--- src/rtl/ara_eoc_monitor.sv ---
// End-of-computation monitor: watches per-channel tohost exit words
// and produces one registered pass/fail/timeout verdict.
//
// Ports:
//   clk_i, rst_ni       clock, synchronous active-low reset
//   start_i             start pulse, accepted only in IDLE
//   chan_en_i           channel enable mask, sampled at start
//   exit_i              flat exit words, channel c at [c*ExitWidth +: ExitWidth]
//   done_o              sticky verdict valid
//   pass_o/fail_o/timeout_o  verdict, exactly one set with done_o
//   fail_chan_o         lowest failing channel index
//   cycles_o            RUN cycles up to and including the decision cycle
//   exit_o              aggregated tohost word {code,1} once done
//   chan_done_o         latched per-channel exit flags
module ara_eoc_monitor #(
  parameter int unsigned NrChannels    = 4,
  parameter int unsigned ExitWidth     = 64,
  parameter int unsigned TimeoutCycles = 1000000,
  parameter logic [ExitWidth-2:0] TimeoutCode = 'hDEAD,
  parameter int unsigned CntWidth      = 64,
  localparam int unsigned FcW =
    (NrChannels > 1) ? $clog2(NrChannels) : 1
) (
  input  logic                            clk_i,
  input  logic                            rst_ni,
  input  logic                            start_i,
  input  logic [NrChannels-1:0]           chan_en_i,
  input  logic [NrChannels*ExitWidth-1:0] exit_i,
  output logic                            done_o,
  output logic                            pass_o,
  output logic                            fail_o,
  output logic                            timeout_o,
  output logic [FcW-1:0]                  fail_chan_o,
  output logic [CntWidth-1:0]             cycles_o,
  output logic [ExitWidth-1:0]            exit_o,
  output logic [NrChannels-1:0]           chan_done_o
);

  typedef enum logic [1:0] {
    IDLE,
    RUN,
    DONE
  } state_e;

  typedef logic [ExitWidth-2:0] code_t;

  state_e state_q, state_d;

  logic [NrChannels-1:0] en_q;
  logic [NrChannels-1:0] chan_done_q;
  code_t                 code_q [NrChannels];
  logic [CntWidth-1:0]   cnt_q;

  logic                  done_q;
  logic                  pass_q;
  logic                  fail_q;
  logic                  tmo_q;
  logic [FcW-1:0]        fail_chan_q;
  logic [CntWidth-1:0]   cycles_q;
  logic [ExitWidth-1:0]  exit_q;

  logic [NrChannels-1:0] new_lat;
  logic [NrChannels-1:0] eff_done;
  code_t                 eff_code [NrChannels];
  logic                  fail_any;
  logic [FcW-1:0]        fail_idx;
  code_t                 fail_code;
  logic                  pass_any;
  logic                  tmo_hit;
  logic [CntWidth-1:0]   cnt_inc;

  assign cnt_inc = (&cnt_q) ? cnt_q : cnt_q + 1'b1;

  // Effective state folds this cycle's first samples into the
  // latched ones; the descending scan leaves the lowest failing index.
  always_comb begin
    new_lat   = '0;
    eff_done  = '0;
    eff_code  = '{default: '0};
    fail_any  = 1'b0;
    fail_idx  = '0;
    fail_code = '0;
    for (int c = NrChannels - 1; c >= 0; c--) begin
      eff_code[c] = code_q[c];
      if (state_q == RUN && en_q[c] && !chan_done_q[c]
          && exit_i[c*ExitWidth]) begin
        new_lat[c]  = 1'b1;
        eff_code[c] = exit_i[c*ExitWidth+1 +: ExitWidth-1];
      end
      eff_done[c] = chan_done_q[c] | new_lat[c];
      if (eff_done[c] && eff_code[c] != '0) begin
        fail_any  = 1'b1;
        fail_idx  = FcW'(c);
        fail_code = eff_code[c];
      end
    end
  end

  assign pass_any = ((eff_done & en_q) == en_q);
  assign tmo_hit  = (TimeoutCycles != 0)
                 && (cnt_inc == CntWidth'(TimeoutCycles));

  always_comb begin
    state_d = state_q;
    unique case (state_q)
      IDLE: if (start_i) state_d = RUN;
      RUN: begin
        if (fail_any || pass_any || tmo_hit) state_d = DONE;
      end
      DONE: state_d = DONE;
      default: state_d = IDLE;
    endcase
  end

  always_ff @(posedge clk_i) begin
    if (!rst_ni) state_q <= IDLE;
    else         state_q <= state_d;
  end

  always_ff @(posedge clk_i) begin
    if (!rst_ni) begin
      en_q        <= '0;
      chan_done_q <= '0;
      cnt_q       <= '0;
      done_q      <= 1'b0;
      pass_q      <= 1'b0;
      fail_q      <= 1'b0;
      tmo_q       <= 1'b0;
      fail_chan_q <= '0;
      cycles_q    <= '0;
      exit_q      <= '0;
      for (int c = 0; c < NrChannels; c++) code_q[c] <= '0;
    end else begin
      unique case (state_q)
        IDLE: begin
          if (start_i) begin
            en_q        <= chan_en_i;
            cnt_q       <= '0;
            chan_done_q <= '0;
            for (int c = 0; c < NrChannels; c++) code_q[c] <= '0;
          end
        end
        RUN: begin
          cnt_q       <= cnt_inc;
          chan_done_q <= eff_done;
          for (int c = 0; c < NrChannels; c++) begin
            if (new_lat[c]) code_q[c] <= eff_code[c];
          end
          if (state_d == DONE) begin
            done_q   <= 1'b1;
            cycles_q <= cnt_inc;
            // fail > pass > timeout
            if (fail_any) begin
              fail_q      <= 1'b1;
              fail_chan_q <= fail_idx;
              exit_q      <= {fail_code, 1'b1};
            end else if (pass_any) begin
              pass_q <= 1'b1;
              exit_q <= ExitWidth'(1);
            end else begin
              tmo_q  <= 1'b1;
              exit_q <= {TimeoutCode, 1'b1};
            end
          end
        end
        default: ;
      endcase
    end
  end

  assign done_o      = done_q;
  assign pass_o      = pass_q;
  assign fail_o      = fail_q;
  assign timeout_o   = tmo_q;
  assign fail_chan_o = fail_chan_q;
  assign cycles_o    = cycles_q;
  assign exit_o      = exit_q;
  assign chan_done_o = chan_done_q;

endmodule

--- config.mk ---
export PLATFORM = sky130hd
export DESIGN_NAME = ara_eoc_monitor
export DESIGN_NICKNAME = d
export VERILOG_FILES = /design/src/rtl/ara_eoc_monitor.sv
export SDC_FILE = /design/constraint.sdc
export NUM_CORES = 1
export LEC_CHECK = 0
export CORE_MARGIN = 3
export CORE_UTILIZATION = 45
export CTS_CLUSTER_DIAMETER = 40
export DETAILED_ROUTE_END_ITERATION = 8
export PLACE_DENSITY_LB_ADDON = 0.08
export SETUP_SLACK_MARGIN = 0.05
export SLEW_MARGIN = 20
export SYNTH_ARGS = -nofsm -noshare
export SYNTH_HDL_FRONTEND = slang
export SYNTH_SLANG_ARGS = --single-unit
--- constraint.sdc ---
create_clock -name clk_i -period 6.1 [get_ports clk_i]
set_input_delay 1.525 -clock clk_i [delete_from_list [all_inputs] [get_ports clk_i]]
set_output_delay 1.525 -clock clk_i [all_outputs]
set_load 0.01 [all_outputs]
==> flow_summary_export.csv <==
group,metric,value,unit
setup_path,required,6680,ps
timing,slew_viol_final,0,
yosys,yosysTopAreaCell,"edfxtp_1",
yosys,syn_inst,2838,
placement,port_buffers,400,
yosys,synth_nets,3102,
cells_and_area,fin_cells,3912,
global_routing,grt_pass1_wl,145000,µm
setup_path,worst-path-buf-inv,3,
outcome,status,"complete, no violations",
cts,cts_resized,0,
yosys,synth_top_family_by_area,"simple AND/OR/NAND/NOR gates",
timing,period_needed,5630,ps
yosys,ys_top_cells_by_count,"640 x nand2_1, 270 x dfxtp_1, 211 x and3_1, 208 x nor2_1, 189 x edfxtp_1",
yosys,synth-seq-cells,459,
timing,max_freq,178,MHz
yosys,ys_async_sr_fraction,0,%
power,p_per_area,292,nW/µm²
cts,clock_sinks,459,
cts,cts_tree,"done",
job,cap_viol_max_count,0,
route,drcViolationCount,0,
floorplan,fp.coreArea,53900,µm²
setup_path,cp-end-kind,"register",
floorplan,initial_core_util,45.6,%
hold_path,hold_path_class,"reg -> reg",
cts,cts-root-buf,"clkbuf_16",
cts,clock_latency,640,ps
hold_path,hold_path_depth,2,
timing,rsz0062_at_grt,"no",
yosys,synth_top_area_share,23.1,%
timing,fin_tns_setup,0,ps
hold_path,holdPathEnd,"cycles_o[26]",
yosys,syn_area,24600,µm²
setup_path,reg2reg_depth,12,
cts,numCtsBuffers,88,
route,ant_nets,0,
route,wire_per_inst,25.4,µm
yosys,synth_area_leaders,"edfxtp_1 23%, dfxtp_1 22%, nand2_1 9.8%, mux2i_1 7.5%, and3_1 5.4%",
cells_and_area,syn_to_final_growth,30.0,%
timing,tightest_slew,1110,ps
route,drt_wl_total,99400,µm
setup_path,crit_family,"simple AND/OR/NAND/NOR gates",
power,ir_drop,0.000349,V
yosys,syn_avg_cell_area,8.66,µm²
floorplan,fp.dieW,240,µm
timing,finalSetupViolCount,0,
hold_path,min_from,"cycles_o[26]",
route,viasPerCell,6.09,
yosys,synth_compound_area_share,13.0,%
cells_and_area,drive_gt1_share,7.59,%
placement,dp.cells,3734,
global_routing,gr-total-overflow,0,
setup_path,path_cells,"clkdlybuf4s50_1 -> nor4_1 -> nand4_1 -> nor4_1 -> o21a_4 -> buf_4 -> buf_4 -> nand2b_1 -> o2111ai_1 -> o211ai_1 -> nand4_1 -> o211a_1",
cts,post_cts_buffers,0,
global_routing,grt_usage,33.5,%
yosys,synth_cell_types,75,
setup_path,rrSetupSlack,800,ps
cells_and_area,post-route-util,59.3,%
route,firstDrtPassIters,6,
placement,place_congestion,0.937,
timing,hold_viol,0,
route,drtIter0Drc,2522,
cells_and_area,fillers,4820,
timing,period_share,92.3,%
yosys,dominantRegCellSynth,"dfxtp_1",
setup_path,cp_slowest_stage_delay,640,ps
route,num_vias,23800,
floorplan,die_h,240,µm
global_routing,antenna_found_initial,22,
floorplan,die-area,57500,µm²
cts,htreeDepth,3,
yosys,muxShareOfSynthArea,7.77,%
yosys,synthAdderAreaFrac,0.0509,%
setup_path,cp-start-kind,"input port",
global_routing,grt_max_degree,129,
yosys,yosys.area_share.xor_xnor,2.42,%
setup_path,crit_path_top_delay_cell,"nor4_1",
cells_and_area,nets,3392,
global_routing,grt_pass1_vias,23000,
setup_path,crit_type,"in -> reg",
setup_path,path_max_fanout,66,
yosys,ys_seq_area_share,45.1,%
cts,cts_hold_buf,0,
placement,hpwl,71300,µm
floorplan,pin_count,401,
cts,cts.clk_slew.worst_paths,60,ps
power,p_leak,13.0,nW
setup_path,worstPathArrival,6210,ps
yosys,ys_warn_count,0,
setup_path,r2r_start,"cnt_q[0]",
timing,fin_skew,25.5,ps
yosys,synth_edf_count,189,
floorplan,rows,85,
cts,clockBufferDepth,3,
timing,slew_headroom,25.7,%
setup_path,reg2reg_to,"exit_o[56]",
yosys,yosysMostFrequentCell,"nand2_1",
yosys,synthSimpleGateAreaFrac,27.4,%
==> metal layers <==
metal / GRT usage (%) / wire, µm / up-vias
li1: - / - / 11000
met1: 40.7 / 38600 / 11500
met2: 57.4 / 49100 / 1103
met3: 6.33 / 7010 / 240
met4: 15.7 / 4600 / 18
met5: 0 / 99 / -
==> logic make-up (layout without fill, tap and decap cells) <==
| family | after synthesis | after routing |
|---|---|---|
| other cells | 0 | 14 |
| buf+inv | 255 | 619 |
| compound gates | 449 | 449 |
| fa+ha+maj | 1 | 1 |
| mux | 190 | 190 |
| xor+xnor | 68 | 68 |
| simple gates | 1416 | 1416 |
| flops | 459 | 459 |
==> stage by stage <==
step                      setup slack (ps)  hold slack, ps  total power, mW  cell area [µm²]
after floorplan                       2030             449             3.91            24600
after global placement                54.4             446             4.40            28900
after detailed placement              29.6             453             4.41            28900
after CTS                              689             463             9.36            31900
after global routing                   449             477             9.59            31900
final                                  472             459             9.33            31900
==> cell type report <==
cell class              instances  area (µm²)  area share (%)
multi-input cells            2124       12500            39.2
flip-flops and latches        459       11100            34.7
repair buffers                443        4360            13.6
clock buffers                 102        2350            7.35
well taps                     696         871            2.73
clock inverters                62         679            2.13
inverters                      12        45.0           0.141
diodes                         14        35.0           0.110
==> report_power, final <==
group	internal (mW)	leakage, nW	switching, mW
clock network	3.15	1.47	1.82
logic	0.358	7.31	0.590
registers	3.34	4.24	0.0786
total	6.85	13.0	2.49
==> sequential cells by signal, indices dropped and copies added, names as in the netlist, 2 cells and up <==
name,count
code_q,252
cnt_q,64
cycles_o,64
exit_o,64
chan_done_o,4
en_q,4
fail_chan_o,2
state_q,2
==> tightest hold or removal path, cell delays in order (launching register included) <==
cell and delay, ps:
dfxtp_1 300, nand2_1 50, mux2i_1 50
==> worst max path at each step <==
stage	start	end	slack (ps)	depth (start not counted)
floorplan	start_i	code_q[0][0]	2030	5
global placement	exit_i[140]	exit_o[3]	50	12
detailed placement	exit_i[140]	exit_o[3]	30	12
CTS	exit_i[140]	exit_o[3]	690	12
global route	exit_i[140]	exit_o[3]	450	12
finish	exit_i[140]	exit_o[3]	470	12
==> cell usage in the layout, fill, tap and decap left out, types with 61 or more instances in the layout <==
master	netlist	layout
nor2_1	208	208
edfxtp_1	189	189
and3_1	211	206
nand2_1	640	636
nor4_1	132	132
a21oi_1	85	85
clkdlybuf4s50_1	0	399
clkbuf_16	0	90
o21ai_0	82	81
o211ai_1	61	61
dfxtp_1	270	270
mux2i_1	184	184
No activity file was read; power rests on OpenSTA's default activity.
